`src/rtl/nasti_stream_pkg.sv`:
```
// Shared helpers for the NASTI-stream FIFO: ring pointer advance, level width
// and parameter sanity checks.
package nasti_stream_pkg;

    localparam int unsigned MIN_BUF_SIZE = 2;

    // Ring pointer advance that wraps for any depth, not just powers of two.
    function automatic int unsigned next_ptr(input int unsigned ptr, input int unsigned size);
        return (ptr + 1 >= size) ? 0 : ptr + 1;
    endfunction

    // Enough bits to hold every value 0..size inclusive.
    function automatic int unsigned level_width(input int unsigned size);
        return $clog2(size + 1);
    endfunction

    function automatic bit cfg_ok(input int unsigned buf_size,
                                  input int unsigned afull_thresh,
                                  input int unsigned aempty_thresh);
        return (buf_size >= MIN_BUF_SIZE) &&
               (afull_thresh <= buf_size) &&
               (aempty_thresh <= buf_size);
    endfunction

endpackage

```
`src/rtl/nasti_stream_channel.sv`:
```
// NASTI stream channel bundle: one valid/ready handshake carrying a beat.
interface nasti_stream_channel #(
    parameter int ID_WIDTH   = 1,
    parameter int DEST_WIDTH = 1,
    parameter int USER_WIDTH = 1,
    parameter int DATA_WIDTH = 64
);
    logic                      t_valid;
    logic                      t_ready;
    logic [DATA_WIDTH-1:0]     t_data;
    logic [DATA_WIDTH/8-1:0]   t_strb;
    logic [DATA_WIDTH/8-1:0]   t_keep;
    logic                      t_last;
    logic [ID_WIDTH-1:0]       t_id;
    logic [DEST_WIDTH-1:0]     t_dest;
    logic [USER_WIDTH-1:0]     t_user;

    modport master (
        output t_valid, t_data, t_strb, t_keep, t_last, t_id, t_dest, t_user,
        input  t_ready
    );

    modport slave (
        input  t_valid, t_data, t_strb, t_keep, t_last, t_id, t_dest, t_user,
        output t_ready
    );

endinterface

```
`src/rtl/nasti_stream_fifo_mem.sv`:
```
// Payload storage: DEPTH x WIDTH register array, one synchronous write port and
// one asynchronous read port so the head entry falls through to the output.
module nasti_stream_fifo_mem #(
    parameter  int DEPTH = 8,
    parameter  int WIDTH = 8,
    localparam int AW    = $clog2(DEPTH)
) (
    input  logic             clk,
    input  logic             we,
    input  logic [AW-1:0]    waddr,
    input  logic [WIDTH-1:0] wdata,
    input  logic [AW-1:0]    raddr,
    output logic [WIDTH-1:0] rdata
);

    logic [WIDTH-1:0] mem [DEPTH];

    // Contents need no reset: nothing is read before it has been written.
    always_ff @(posedge clk) begin
        if (we) begin
            mem[waddr] <= wdata;
        end
    end

    assign rdata = mem[raddr];

endmodule

```
`src/rtl/nasti_stream_fifo.sv`:
```
// Parametrised NASTI-stream FIFO: arbitrary depth ring, optional store-and-forward
// packet mode, fill level / packet count status and a synchronous flush.
module nasti_stream_fifo
    import nasti_stream_pkg::*;
#(
    parameter  int ID_WIDTH      = 1,
    parameter  int DEST_WIDTH    = 1,
    parameter  int USER_WIDTH    = 1,
    parameter  int DATA_WIDTH    = 64,
    parameter  int BUF_SIZE      = 8,
    parameter  int PACKET_MODE   = 0,
    parameter  int AFULL_THRESH  = BUF_SIZE - 1,
    parameter  int AEMPTY_THRESH = 1,
    localparam int LW            = level_width(BUF_SIZE)
) (
    input  logic                  aclk,
    input  logic                  areset,
    nasti_stream_channel.slave    src,
    nasti_stream_channel.master   dest,
    input  logic                  flush,
    output logic [LW-1:0]         level,
    output logic [LW-1:0]         pkt_count,
    output logic                  almost_full,
    output logic                  almost_empty
);

    localparam int PW        = $clog2(BUF_SIZE);
    localparam int SW        = DATA_WIDTH / 8;
    localparam int PAYLOAD_W = DATA_WIDTH + 2 * SW + 1 + ID_WIDTH + DEST_WIDTH + USER_WIDTH;
    localparam logic [LW-1:0] FULL_LEVEL = LW'(BUF_SIZE);

    if (!cfg_ok(BUF_SIZE, AFULL_THRESH, AEMPTY_THRESH)) begin : g_bad_cfg
        $error("nasti_stream_fifo: BUF_SIZE must be >= 2 and thresholds within 0..BUF_SIZE");
    end

    logic [PW-1:0]        wr_ptr;
    logic [PW-1:0]        rd_ptr;
    logic [PAYLOAD_W-1:0] wr_payload;
    logic [PAYLOAD_W-1:0] rd_payload;
    logic                 full;
    logic                 empty;
    logic                 release_ok;
    logic                 w_fire;
    logic                 r_fire;
    logic                 w_last;
    logic                 r_last;

    assign full  = (level == FULL_LEVEL);
    assign empty = (level == '0);

    // Handshake: a beat moves on an edge where valid and ready are both high.
    // ready never looks at the downstream ready, and valid never looks at the
    // upstream valid, so no combinational path crosses the FIFO.
    assign src.t_ready = !areset && !flush && !full;

    // In packet mode a beat is only offered once a whole packet is held, except
    // when the ring is full: then cut-through is the only way to make progress.
    assign release_ok  = (PACKET_MODE == 0) || (pkt_count != '0) || full;
    assign dest.t_valid = !flush && !empty && release_ok;

    assign w_fire = src.t_valid && src.t_ready;
    assign r_fire = dest.t_valid && dest.t_ready;
    assign w_last = w_fire && src.t_last;
    assign r_last = r_fire && dest.t_last;

    assign wr_payload = {src.t_data, src.t_strb, src.t_keep, src.t_last,
                         src.t_id, src.t_dest, src.t_user};
    assign {dest.t_data, dest.t_strb, dest.t_keep, dest.t_last,
            dest.t_id, dest.t_dest, dest.t_user} = rd_payload;

    nasti_stream_fifo_mem #(
        .DEPTH (BUF_SIZE),
        .WIDTH (PAYLOAD_W)
    ) u_mem (
        .clk   (aclk),
        .we    (w_fire),
        .waddr (wr_ptr),
        .wdata (wr_payload),
        .raddr (rd_ptr),
        .rdata (rd_payload)
    );

    always_ff @(posedge aclk or posedge areset) begin
        if (areset) begin
            wr_ptr    <= '0;
            rd_ptr    <= '0;
            level     <= '0;
            pkt_count <= '0;
        end else if (flush) begin
            wr_ptr    <= '0;
            rd_ptr    <= '0;
            level     <= '0;
            pkt_count <= '0;
        end else begin
            if (w_fire) begin
                wr_ptr <= PW'(next_ptr(32'(wr_ptr), BUF_SIZE));
            end
            if (r_fire) begin
                rd_ptr <= PW'(next_ptr(32'(rd_ptr), BUF_SIZE));
            end
            if (w_fire && !r_fire) begin
                level <= level + LW'(1);
            end else if (!w_fire && r_fire) begin
                level <= level - LW'(1);
            end
            if (w_last && !r_last) begin
                pkt_count <= pkt_count + LW'(1);
            end else if (!w_last && r_last) begin
                pkt_count <= pkt_count - LW'(1);
            end
        end
    end

    assign almost_full  = (level >= LW'(AFULL_THRESH));
    assign almost_empty = (level <= LW'(AEMPTY_THRESH));

endmodule

```
`src/flat_wrapper.sv`:
```
// flat-port wrapper written by rule: the top's interface ports become plain ports
module nasti_stream_fifo_flat import nasti_stream_pkg::*;
#(
    parameter  int ID_WIDTH      = 1,
    parameter  int DEST_WIDTH    = 1,
    parameter  int USER_WIDTH    = 1,
    parameter  int DATA_WIDTH    = 64,
    parameter  int BUF_SIZE      = 8,
    parameter  int PACKET_MODE   = 0,
    parameter  int AFULL_THRESH  = BUF_SIZE - 1,
    parameter  int AEMPTY_THRESH = 1,
    localparam int LW            = level_width(BUF_SIZE)
)
  (aclk, areset, flush, level, pkt_count, almost_full, almost_empty, src_t_valid, src_t_data, src_t_strb, src_t_keep, src_t_last, src_t_id, src_t_dest, src_t_user, src_t_ready, dest_t_valid, dest_t_data, dest_t_strb, dest_t_keep, dest_t_last, dest_t_id, dest_t_dest, dest_t_user, dest_t_ready);
  nasti_stream_channel #(.ID_WIDTH(ID_WIDTH), .DEST_WIDTH(DEST_WIDTH), .USER_WIDTH(USER_WIDTH), .DATA_WIDTH(DATA_WIDTH)) src_i ();
  nasti_stream_channel #(.ID_WIDTH(ID_WIDTH), .DEST_WIDTH(DEST_WIDTH), .USER_WIDTH(USER_WIDTH), .DATA_WIDTH(DATA_WIDTH)) dest_i ();
  input  logic aclk;
  input  logic areset;
  input  logic flush;
  output logic [LW-1:0] level;
  output logic [LW-1:0] pkt_count;
  output logic almost_full;
  output logic almost_empty;
  input wire logic [$bits(src_i.t_valid)-1:0] src_t_valid;
  input wire logic [$bits(src_i.t_data)-1:0] src_t_data;
  input wire logic [$bits(src_i.t_strb)-1:0] src_t_strb;
  input wire logic [$bits(src_i.t_keep)-1:0] src_t_keep;
  input wire logic [$bits(src_i.t_last)-1:0] src_t_last;
  input wire logic [$bits(src_i.t_id)-1:0] src_t_id;
  input wire logic [$bits(src_i.t_dest)-1:0] src_t_dest;
  input wire logic [$bits(src_i.t_user)-1:0] src_t_user;
  output wire logic [$bits(src_i.t_ready)-1:0] src_t_ready;
  output wire logic [$bits(dest_i.t_valid)-1:0] dest_t_valid;
  output wire logic [$bits(dest_i.t_data)-1:0] dest_t_data;
  output wire logic [$bits(dest_i.t_strb)-1:0] dest_t_strb;
  output wire logic [$bits(dest_i.t_keep)-1:0] dest_t_keep;
  output wire logic [$bits(dest_i.t_last)-1:0] dest_t_last;
  output wire logic [$bits(dest_i.t_id)-1:0] dest_t_id;
  output wire logic [$bits(dest_i.t_dest)-1:0] dest_t_dest;
  output wire logic [$bits(dest_i.t_user)-1:0] dest_t_user;
  input wire logic [$bits(dest_i.t_ready)-1:0] dest_t_ready;
  assign src_i.t_valid = src_t_valid;
  assign src_i.t_data = src_t_data;
  assign src_i.t_strb = src_t_strb;
  assign src_i.t_keep = src_t_keep;
  assign src_i.t_last = src_t_last;
  assign src_i.t_id = src_t_id;
  assign src_i.t_dest = src_t_dest;
  assign src_i.t_user = src_t_user;
  assign src_t_ready = src_i.t_ready;
  assign dest_t_valid = dest_i.t_valid;
  assign dest_t_data = dest_i.t_data;
  assign dest_t_strb = dest_i.t_strb;
  assign dest_t_keep = dest_i.t_keep;
  assign dest_t_last = dest_i.t_last;
  assign dest_t_id = dest_i.t_id;
  assign dest_t_dest = dest_i.t_dest;
  assign dest_t_user = dest_i.t_user;
  assign dest_i.t_ready = dest_t_ready;
  nasti_stream_fifo #(.ID_WIDTH(ID_WIDTH), .DEST_WIDTH(DEST_WIDTH), .USER_WIDTH(USER_WIDTH), .DATA_WIDTH(DATA_WIDTH), .BUF_SIZE(BUF_SIZE), .PACKET_MODE(PACKET_MODE), .AFULL_THRESH(AFULL_THRESH), .AEMPTY_THRESH(AEMPTY_THRESH)) u_core (.aclk(aclk), .areset(areset), .src(src_i), .dest(dest_i), .flush(flush), .level(level), .pkt_count(pkt_count), .almost_full(almost_full), .almost_empty(almost_empty));
endmodule
```
`config.mk`:
```
export PLATFORM = sky130hd
export DESIGN_NAME = nasti_stream_fifo_flat
export DESIGN_NICKNAME = d
export VERILOG_FILES = /design/src/rtl/nasti_stream_pkg.sv /design/src/rtl/nasti_stream_channel.sv /design/src/rtl/nasti_stream_fifo_mem.sv /design/src/rtl/nasti_stream_fifo.sv /design/src/flat_wrapper.sv
export SDC_FILE = /design/constraint.sdc
export NUM_CORES = 1
export LEC_CHECK = 0
export CORE_MARGIN = 10
export CORE_UTILIZATION = 35
export DETAILED_ROUTE_END_ITERATION = 10
export PLACE_DENSITY = 0.58
export SYNTH_ARGS = -nofsm -noshare
export SYNTH_HDL_FRONTEND = slang
export SYNTH_SLANG_ARGS = --single-unit
```
`constraint.sdc`:
```
create_clock -name aclk -period 14.9 [get_ports aclk]
set_input_delay 2.98 -clock aclk [delete_from_list [all_inputs] [get_ports aclk]]
set_output_delay 2.98 -clock aclk [all_outputs]
set_load 0.01 [all_outputs]
```
Yosys cells after proc, flatten, opt, wreduce, memory -nomap -nowiden
Memory sizes are Yosys's and may differ from the RTL's.
Cells that the tools add are included.

word-level totals
  input port bits = 89
  memories = 1
  bits in writable memories = 672
  output and inout bits = 96
  register bits = 14
  word-level logic and storage cells = 54

cells by class
  magnitude comparators = 4
  equal/unequal tests = 1
  multiplexer cells = 14
  $add $sub $neg = 6
  reduce and logical (&&, ||, !) cells = 24

memories
  memory            words  bits a word  rd ports  clocked after memory_dff  write ports  RTL line                     RTL
  u_core.u_mem.mem  8      84           1         0                         1            nasti_stream_fifo_mem.sv:16  logic [WIDTH-1:0] mem [DEPTH];

operator list
  cell                                                 count
  two-way mux 4 bit                                    6
  two-way mux 3 bit                                    6
  logical AND 1 bit                                    11
  adder 3 x 1 -> 4 bit, second input constant          2
  adder 4 x 1 -> 4 bit, second input constant          2
  >= comparator 4 bit, second input constant           2
  logical NOT 1 bit                                    8
  subtractor 4 x 1 -> 4 bit, second input constant     2
  nonzero test 3 bit                                   2
  == test 4 bit, second input constant                 1
  >= comparator 4 x 3 -> 1 bit, second input constant  1
  <= comparator 4 x 1 -> 1 bit, second input constant  1
  logical NOT 4 bit                                    1
  nonzero test 2 bit                                   2
  two-way mux 1 bit                                    2

Logic depth before layout (Yosys ltp)
Gate-level depths: netlist (run 1).

  depth after elaboration = 10
  depth in mapped cells = 13
  mapped depth without buffers = 12

Hierarchy
From an unflattened synthesis (run 1), not the netlist that was laid out.

second synthesis, totals
  cells, all modules = 1085
  area, all modules = 26211.4 sq um

modules (own cells, without submodules)
  module                 instances  area each (sq um)  cells an instance  seq. area each (sq um)
  nasti_stream_fifo_mem  1          25263.0            984                20179.4
  nasti_stream_fifo      1          948.4              101                350.3

Worst setup path before layout (run 1)
OpenSTA, ideal clock, no wires.

  path type = input to register
  start point = input port flush
  end point = memory u_core.u_mem.mem[0][0] in the netlist's numbering (enable)
  setup time = 0.762 ns
  setup slack = 2.144 ns
  required time = 14.138 ns
  buffers on the path = 0
  stages = 3
  arrival = 11.993 ns
  cell sequence = nor2_1 > nand3_1 > nor4b_1

between the ends
  word-level cells in the longest chain between the ends = 6

ends and longest elaborated chain
  item                                     RTL line                     RTL
  start, declared                          flat_wrapper.sv:19           input logic flush;
  logical NOT 1 bit                        nasti_stream_fifo.sv:54      assign src.t_ready = !areset && !flush && !full;
  logical AND 1 bit (2 in a row)           nasti_stream_fifo.sv:54
  logical AND 1 bit                        nasti_stream_fifo.sv:61      assign w_fire = src.t_valid && src.t_ready;
  two-way mux 1 bit                        nasti_stream_fifo_mem.sv:20  if (we) begin
  two-way mux 1 bit (not written as such)  nasti_stream_fifo_mem.sv:21  mem[waddr] <= wdata;
  end, declared                            nasti_stream_fifo_mem.sv:16

No other way between the ends.

Final worst setup path (run 1)
  start point = input port flush
  end point = output port src_t_ready

between the ends
  word-level cells in the longest chain between the ends = 3

ends and longest elaborated chain
  item                            RTL line                 RTL
  logical NOT 1 bit               nasti_stream_fifo.sv:54
  logical AND 1 bit (2 in a row)  nasti_stream_fifo.sv:54
  end, declared                   flat_wrapper.sv:32       output wire logic [$bits(src_i.t_ready)-1:0] src_t_ready;

No other way between the ends.

==> results of run 1 <==
==> placed cells by master, fill, tap and decap left out, types with 3 or more instances in the layout <==
master / instances
mux2_2: 83
mux4_2: 166
nand3b_1: 5
nand2_1: 10
clkinv_2: 11
nor2_1: 14
edfxtp_1: 672
dfrtp_4: 3
xnor2_1: 5
nor4_1: 3
bufinv_16: 4
mux2i_1: 6
clkinvlp_4: 5
nor2_4: 3
a21oi_1: 9
clkbuf_16: 77
ha_1: 7
clkbuf_1: 12
clkbuf_8: 3
buf_4: 23
dfrtp_1: 11
nor3_2: 3
nand3_1: 10
clkinv_1: 14
o21ai_0: 3
inv_1: 7
nor3_1: 3
nand2b_1: 3
and2_1: 3
clkdlybuf4s50_1: 184
==> cell type report <==
class / count / area [um2]
clock buffer: 92 / 2010
fill: 6335 / 42800
inverter: 7 / 26.3
tap: 969 / 1210
multi-input combinational: 368 / 5540
clock inverter: 37 / 292
sequential: 686 / 20500
timing repair buffer: 207 / 2010
antenna: 1 / 2.50
==> registers in the layout, indices dropped and copies added, names as in the netlist <==
name and cells:
u_core.level 4, u_core.pkt_count 4, u_core.rd_ptr 3, u_core.u_mem.mem 672, u_core.wr_ptr 3
==> layer usage <==
metal / track usage, % / routed length (um) / vias to the layer above
li1: - / - / 5187
met1: 17.6 / 24900 / 6332
met2: 21.2 / 27600 / 272
met3: 3.06 / 3170 / 97
met4: 4.05 / 1110 / 10
met5: 0 / 71 / -
==> worst max path at each step <==
stage / from / to / slack [ps] / depth (start not counted)
2_1_floorplan: flush / u_core.u_mem.mem[0][0]$_DFFE_PP_ / 2140 / 3
3_3_place_gp: flush / src_t_ready / 6980 / 4
3_5_place_dp: flush / src_t_ready / 7000 / 4
4_1_cts: flush / src_t_ready / 6990 / 4
5_1_grt: flush / src_t_ready / 6800 / 4
6_report: flush / src_t_ready / 6970 / 4
==> report_power, final <==
| group | internal (mW) | leakage (nW) | switching (mW) |
|---|---|---|---|
| Combinational | 0.417 | 2.32 | 0.307 |
| Sequential | 2.14 | 6.23 | 0.0431 |
| Clock | 1.02 | 1.12 | 0.712 |
==> cells by family after synthesis <==
group,count (synthesis)
fa+ha+maj,8
flops,686
simple gates,75
xor+xnor,8
buf+inv,63
compound gates,22
mux,255
==> critical path, stage by stage <==
cell	delay, ps
clkdlybuf4s50_1	870
nor2_1	380
and2_1	170
clkdlybuf4s50_1	540
==> metrics by stage <==
step	cell area [um2]	util, %	setup slack, ps	cells
global placement	29300	39.4	6980	2237
finish	31600	42.5	6970	2367
detailed placement	29300	39.4	7000	2237
CTS	31600	42.5	6990	2366
global route	31600	42.5	6800	2366
floorplan	26300	-	2140	1117
==> results.toml, run 1 <==
[cts]
cts_setup_buffers = 0
clock-sinks = 686
clock-root-buffer = "clkbuf_16"
cts_max_path_buffers = 3
htree_levels = 3
clkTransAtPathRegs_ps = 60
holdBufCountCts = 0
numCtsBuffers = 75
clock_latency_ps = 600
cts-resized-gates = 0
cts_tree = "yes"

[critical_path]
regToRegSetupSlack_ps = 10310
r2r_end = "u_core.pkt_count[3]$_DFFE_PP0P_"
cp_max_fo = 25
r2r-start = "u_core.rd_ptr[1]$_DFFE_PP0P_"
ff2ff_path_depth = 11
critical_path_class = "in -> out"
arrival_ps = 4950
required_ps = 11920
cp-end-kind = "output pin"
crit_path_start_kind = "input pin"

[place]
numPortBuffers = 184
dp_hpwl_mm = 30.2
routabilityCongestion = 0.710

[floorplanning]
io_pins = 185
die_w_um = 294
start_util_pct = 35.3
dieArea_mm2 = 0.0865
core_mm2 = 0.0744
rows = 100
die_h_um = 294

[sta]
fin_skew_ps = 13.3
fin_tns_setup_ps = 0
worst_slew_pin_slew_ps = 1040
period_needed_ps = 7930
hold_slack_ps = 663
drv_slew = 0
clock.fmax_mhz = 126
setup_viol = 0
slew_headroom_pct = 30.7
hold_violations = 0
rsz0062_at_grt = "no"
fin_crit_sh_pct = 53.2

[global_route]
grt_max_degree = 67
grt_pass1_vias = 12976
grt_antenna_before_repair = 5
grt_pass1_wl_mm = 85.3
grtUsageTotal_pct = 13.2
grt-ovfl-total = 0

[detailed_routing]
drtPass1Iterations = 4
viasPerCell = 5.03
wire_per_inst_um = 24.0
route.detailed.drc = 0
detail-route-antenna-nets = 0
drtIter0Drc = 823
wirelength_mm = 56.9
vias = 11898

[final_layout]
drive_gt1_share_pct = 28.0
syn2layout_area_growth_pct = 20.4
fin_nets = 1442

[synthesis]
netlist_top_cells_count = "672 x edfxtp_1, 166 x mux4_2, 83 x mux2_2"
avgSynthCellArea_um2 = 23.5
yosys.area_share.simple_pct = 1.60
synth_fa_ha_area_share_pct = 0.409
synth_area_mm2 = 0.0263
yosys-top-cells-area = "edfxtp_1 77%, mux4_2 14%, mux2_2 3.6%"
synth_mux_area_share_pct = 18.0
synthArstFlopShare_pct = 2.04
netlist_instances = 1117
synth_top_family_by_area = "multiplexers"
synth_compound_area_share_pct = 0.533
synth_area_leader_cell = "edfxtp_1"
synth_seq_cells = 686
ys_seq_area_share_pct = 78.1
synth_top_cell_area_share_pct = 76.8
synth.distinct_cells = 45
synth_xor_area_share_pct = 0.319
synth-edff-count = 672
synth_flop_cell = "edfxtp_1"
ys_warn_count = 0
syn_nets = 1214
yosysMostFrequentCell = "edfxtp_1"

[job]
max_cap_viol_count = 0

[min_path]
hp-start = "u_core.pkt_count[2]$_DFFE_PP0P_"
hp-class = "reg -> reg"
min_to = "u_core.pkt_count[2]$_DFFE_PP0P_"
min_delay_path_depth = 2

[run_status]
status = "finished, final reports clean"

[power]
total_leakage_power_nw = 9.67
peakVddDrop_v = 0.0000814
power.total_mw = 4.64
powerDensity_mw_per_mm2 = 147
Power figures use the tool's default switching activity.
==> run 2: changes to the inputs <==
==> constraint.sdc (replaced) <==
create_clock -name aclk -period 8.02 [get_ports aclk]
set_input_delay 1.604 -clock aclk [delete_from_list [all_inputs] [get_ports aclk]]
set_output_delay 1.604 -clock aclk [all_outputs]
set_load 0.01 [all_outputs]
==> run 2 against run 1 <==
Against the previous run: final cell count did not move; highest routed layer unchanged; non-clock buffer count fell by 3; largest cell class unchanged; sequential share of layout area down 0.11 points; power increased by 85%; critical endpoint is now dest_t_last; core utilization increased by 0.069 points; via count increased by 0.71%; critical path type is now reg -> out.
==> results.toml, run 2 (synthesis results as in run 1) <==
[sta]
drv_slew = 0
fin_crit_sh_pct = 64.8
rsz0062_at_grt = "no"
clock.fmax_mhz = 193
fin_skew_ps = 11.1
hold_violations = 0
fin_tns_setup_ps = 0
slew_headroom_pct = 31.3
period_needed_ps = 5190
layout_setup_ws_ps = 2830
setup_viol = 0
worst_slew_pin_slew_ps = 1030

[floorplanning]
io_pins = 185
die_w_um = 294
die_h_um = 294
start_util_pct = 35.3
rows = 100
dieArea_mm2 = 0.0865
core_mm2 = 0.0744

[place]
dpl_cell_area_mm2 = 0.0294
numPortBuffers = 184
dp_slack_ps = 3150
dp_hpwl_mm = 29.8
routabilityCongestion = 0.729
dp_cells = 2234

[cts]
cts_tree = "yes"
clock_latency_ps = 590
clkTransAtPathRegs_ps = 60
cts_setup_buffers = 0
clock-sinks = 686
cts-resized-gates = 0
clock-root-buffer = "clkbuf_16"
numCtsBuffers = 74
htree_levels = 3
holdBufCountCts = 0
cts_max_path_buffers = 3

[final_layout]
fin_nets = 1438
fin_cells = 2367
design_area_mm2 = 0.0317
fillers = 6338
top_register = "u_core.u_mem.mem"
drive_gt1_share_pct = 27.3
final_cell_mix = "672 x edfxtp_1, 184 x clkdlybuf4s50_1, 166 x mux4_2, 83 x mux2_2, 77 x clkbuf_16"
largest_reg_flops = 672
syn2layout_area_growth_pct = 20.5
layout_commonest_cell = "edfxtp_1"
reg_top3 = "u_core.u_mem.mem: 672 flops, u_core.level: 4 flops, u_core.pkt_count: 4 flops"

[power]
total_leakage_power_nw = 9.67
powerDensity_mw_per_mm2 = 272
peakVddDrop_v = 0.000241
power.total_mw = 8.61

[detailed_routing]
vias = 11982
wire_per_inst_um = 23.4
route.detailed.drc = 0
detail-route-antenna-nets = 0
wirelength_mm = 55.4
drtPass1Iterations = 5
viasPerCell = 5.06
drtIter0Drc = 701

[run_status]
status = "finished, final reports clean"

[critical_path]
crit_path_start_kind = "flip-flop"
regToRegSetupSlack_ps = 3570
crit_start = "u_core.rd_ptr[2]$_DFFE_PP0P_"
r2r_end = "u_core.pkt_count[3]$_DFFE_PP0P_"
cp_max_fo = 46
timing.critical_path.to = "dest_t_last"
r2r-start = "u_core.rd_ptr[2]$_DFFE_PP0P_"
required_ps = 6420
cp-end-kind = "output pin"
critical_path_class = "reg -> out"
ff2ff_path_depth = 11
arrival_ps = 3590

[global_route]
grt_pass1_wl_mm = 84.3
grtUsageTotal_pct = 12.9
grt_pass1_vias = 12769
grt_antenna_before_repair = 6
grt_max_degree = 89
grt-ovfl-total = 0

[job]
max_cap_viol_count = 0

[min_path]
hp-class = "reg -> reg"
## run 2: cell types whose count changed in the layout (fill, tap and decap cells not counted), moves of 2 or more
cell        before  now
clkbuf_8         3    0
clkinv_1        14   20
clkbuf_1        12   15
clkinvlp_4       5    3
buf_12           0    7
buf_4           23   13
## run 2: area by class of cell
cell class	instances	area (um2)	share of cell area (%)
multi-input cells	368	5550	17.5
repair buffers	204	2080	6.56
flip-flops and latches	686	20500	64.8
clock inverters	40	290	0.916
well taps	969	1210	3.83
diodes	1	2.50	0.00790
clock buffers	92	1980	6.26
inverters	7	26.3	0.0829
## run 2: how the worst min path moves through the flow
stage,from,end,cells after the start
3_5_place_dp,u_core.pkt_count[2]$_DFFE_PP0P_,u_core.pkt_count[2]$_DFFE_PP0P_,2
3_3_place_gp,u_core.pkt_count[2]$_DFFE_PP0P_,u_core.pkt_count[2]$_DFFE_PP0P_,2
5_1_grt,u_core.pkt_count[2]$_DFFE_PP0P_,u_core.pkt_count[2]$_DFFE_PP0P_,2
4_1_cts,u_core.pkt_count[2]$_DFFE_PP0P_,u_core.pkt_count[2]$_DFFE_PP0P_,2
6_report,u_core.pkt_count[2]$_DFFE_PP0P_,u_core.pkt_count[2]$_DFFE_PP0P_,2
2_1_floorplan,u_core.wr_ptr[0]$_DFFE_PP0P_,u_core.wr_ptr[0]$_DFFE_PP0P_,2
## run 2: per-stage QoR
step	util [%]	hold slack (ps)
after floorplan	-	646
after global placement	39.5	642
after detailed placement	39.5	652
after CTS	42.6	671
after global routing	42.6	704
final	42.6	669
## run 2: layer usage
| layer | up-vias | routed length, um | GRT usage [%] |
|---|---|---|---|
| li1 | 5190 | - | - |
| met1 | 6478 | 23800 | 16.9 |
| met2 | 237 | 27600 | 21.2 |
| met3 | 67 | 3020 | 3.15 |
| met4 | 10 | 897 | 3.79 |
| met5 | - | 65 | 0 |
## run 2: critical path, cell delays in order, from the launching register on
cell and delay (ps):
dfrtp_4 950, buf_4 770, nor2_1 100, a22oi_2 280
nand3_2 160, inv_1 90, clkdlybuf4s50_1 530
## run 2: power by group
group | switching, mW | leakage [nW] | internal [mW]
Clock | 1.32 | 1.11 | 1.88
Sequential | 0.0372 | 6.23 | 3.97
Combinational | 0.618 | 2.33 | 0.784
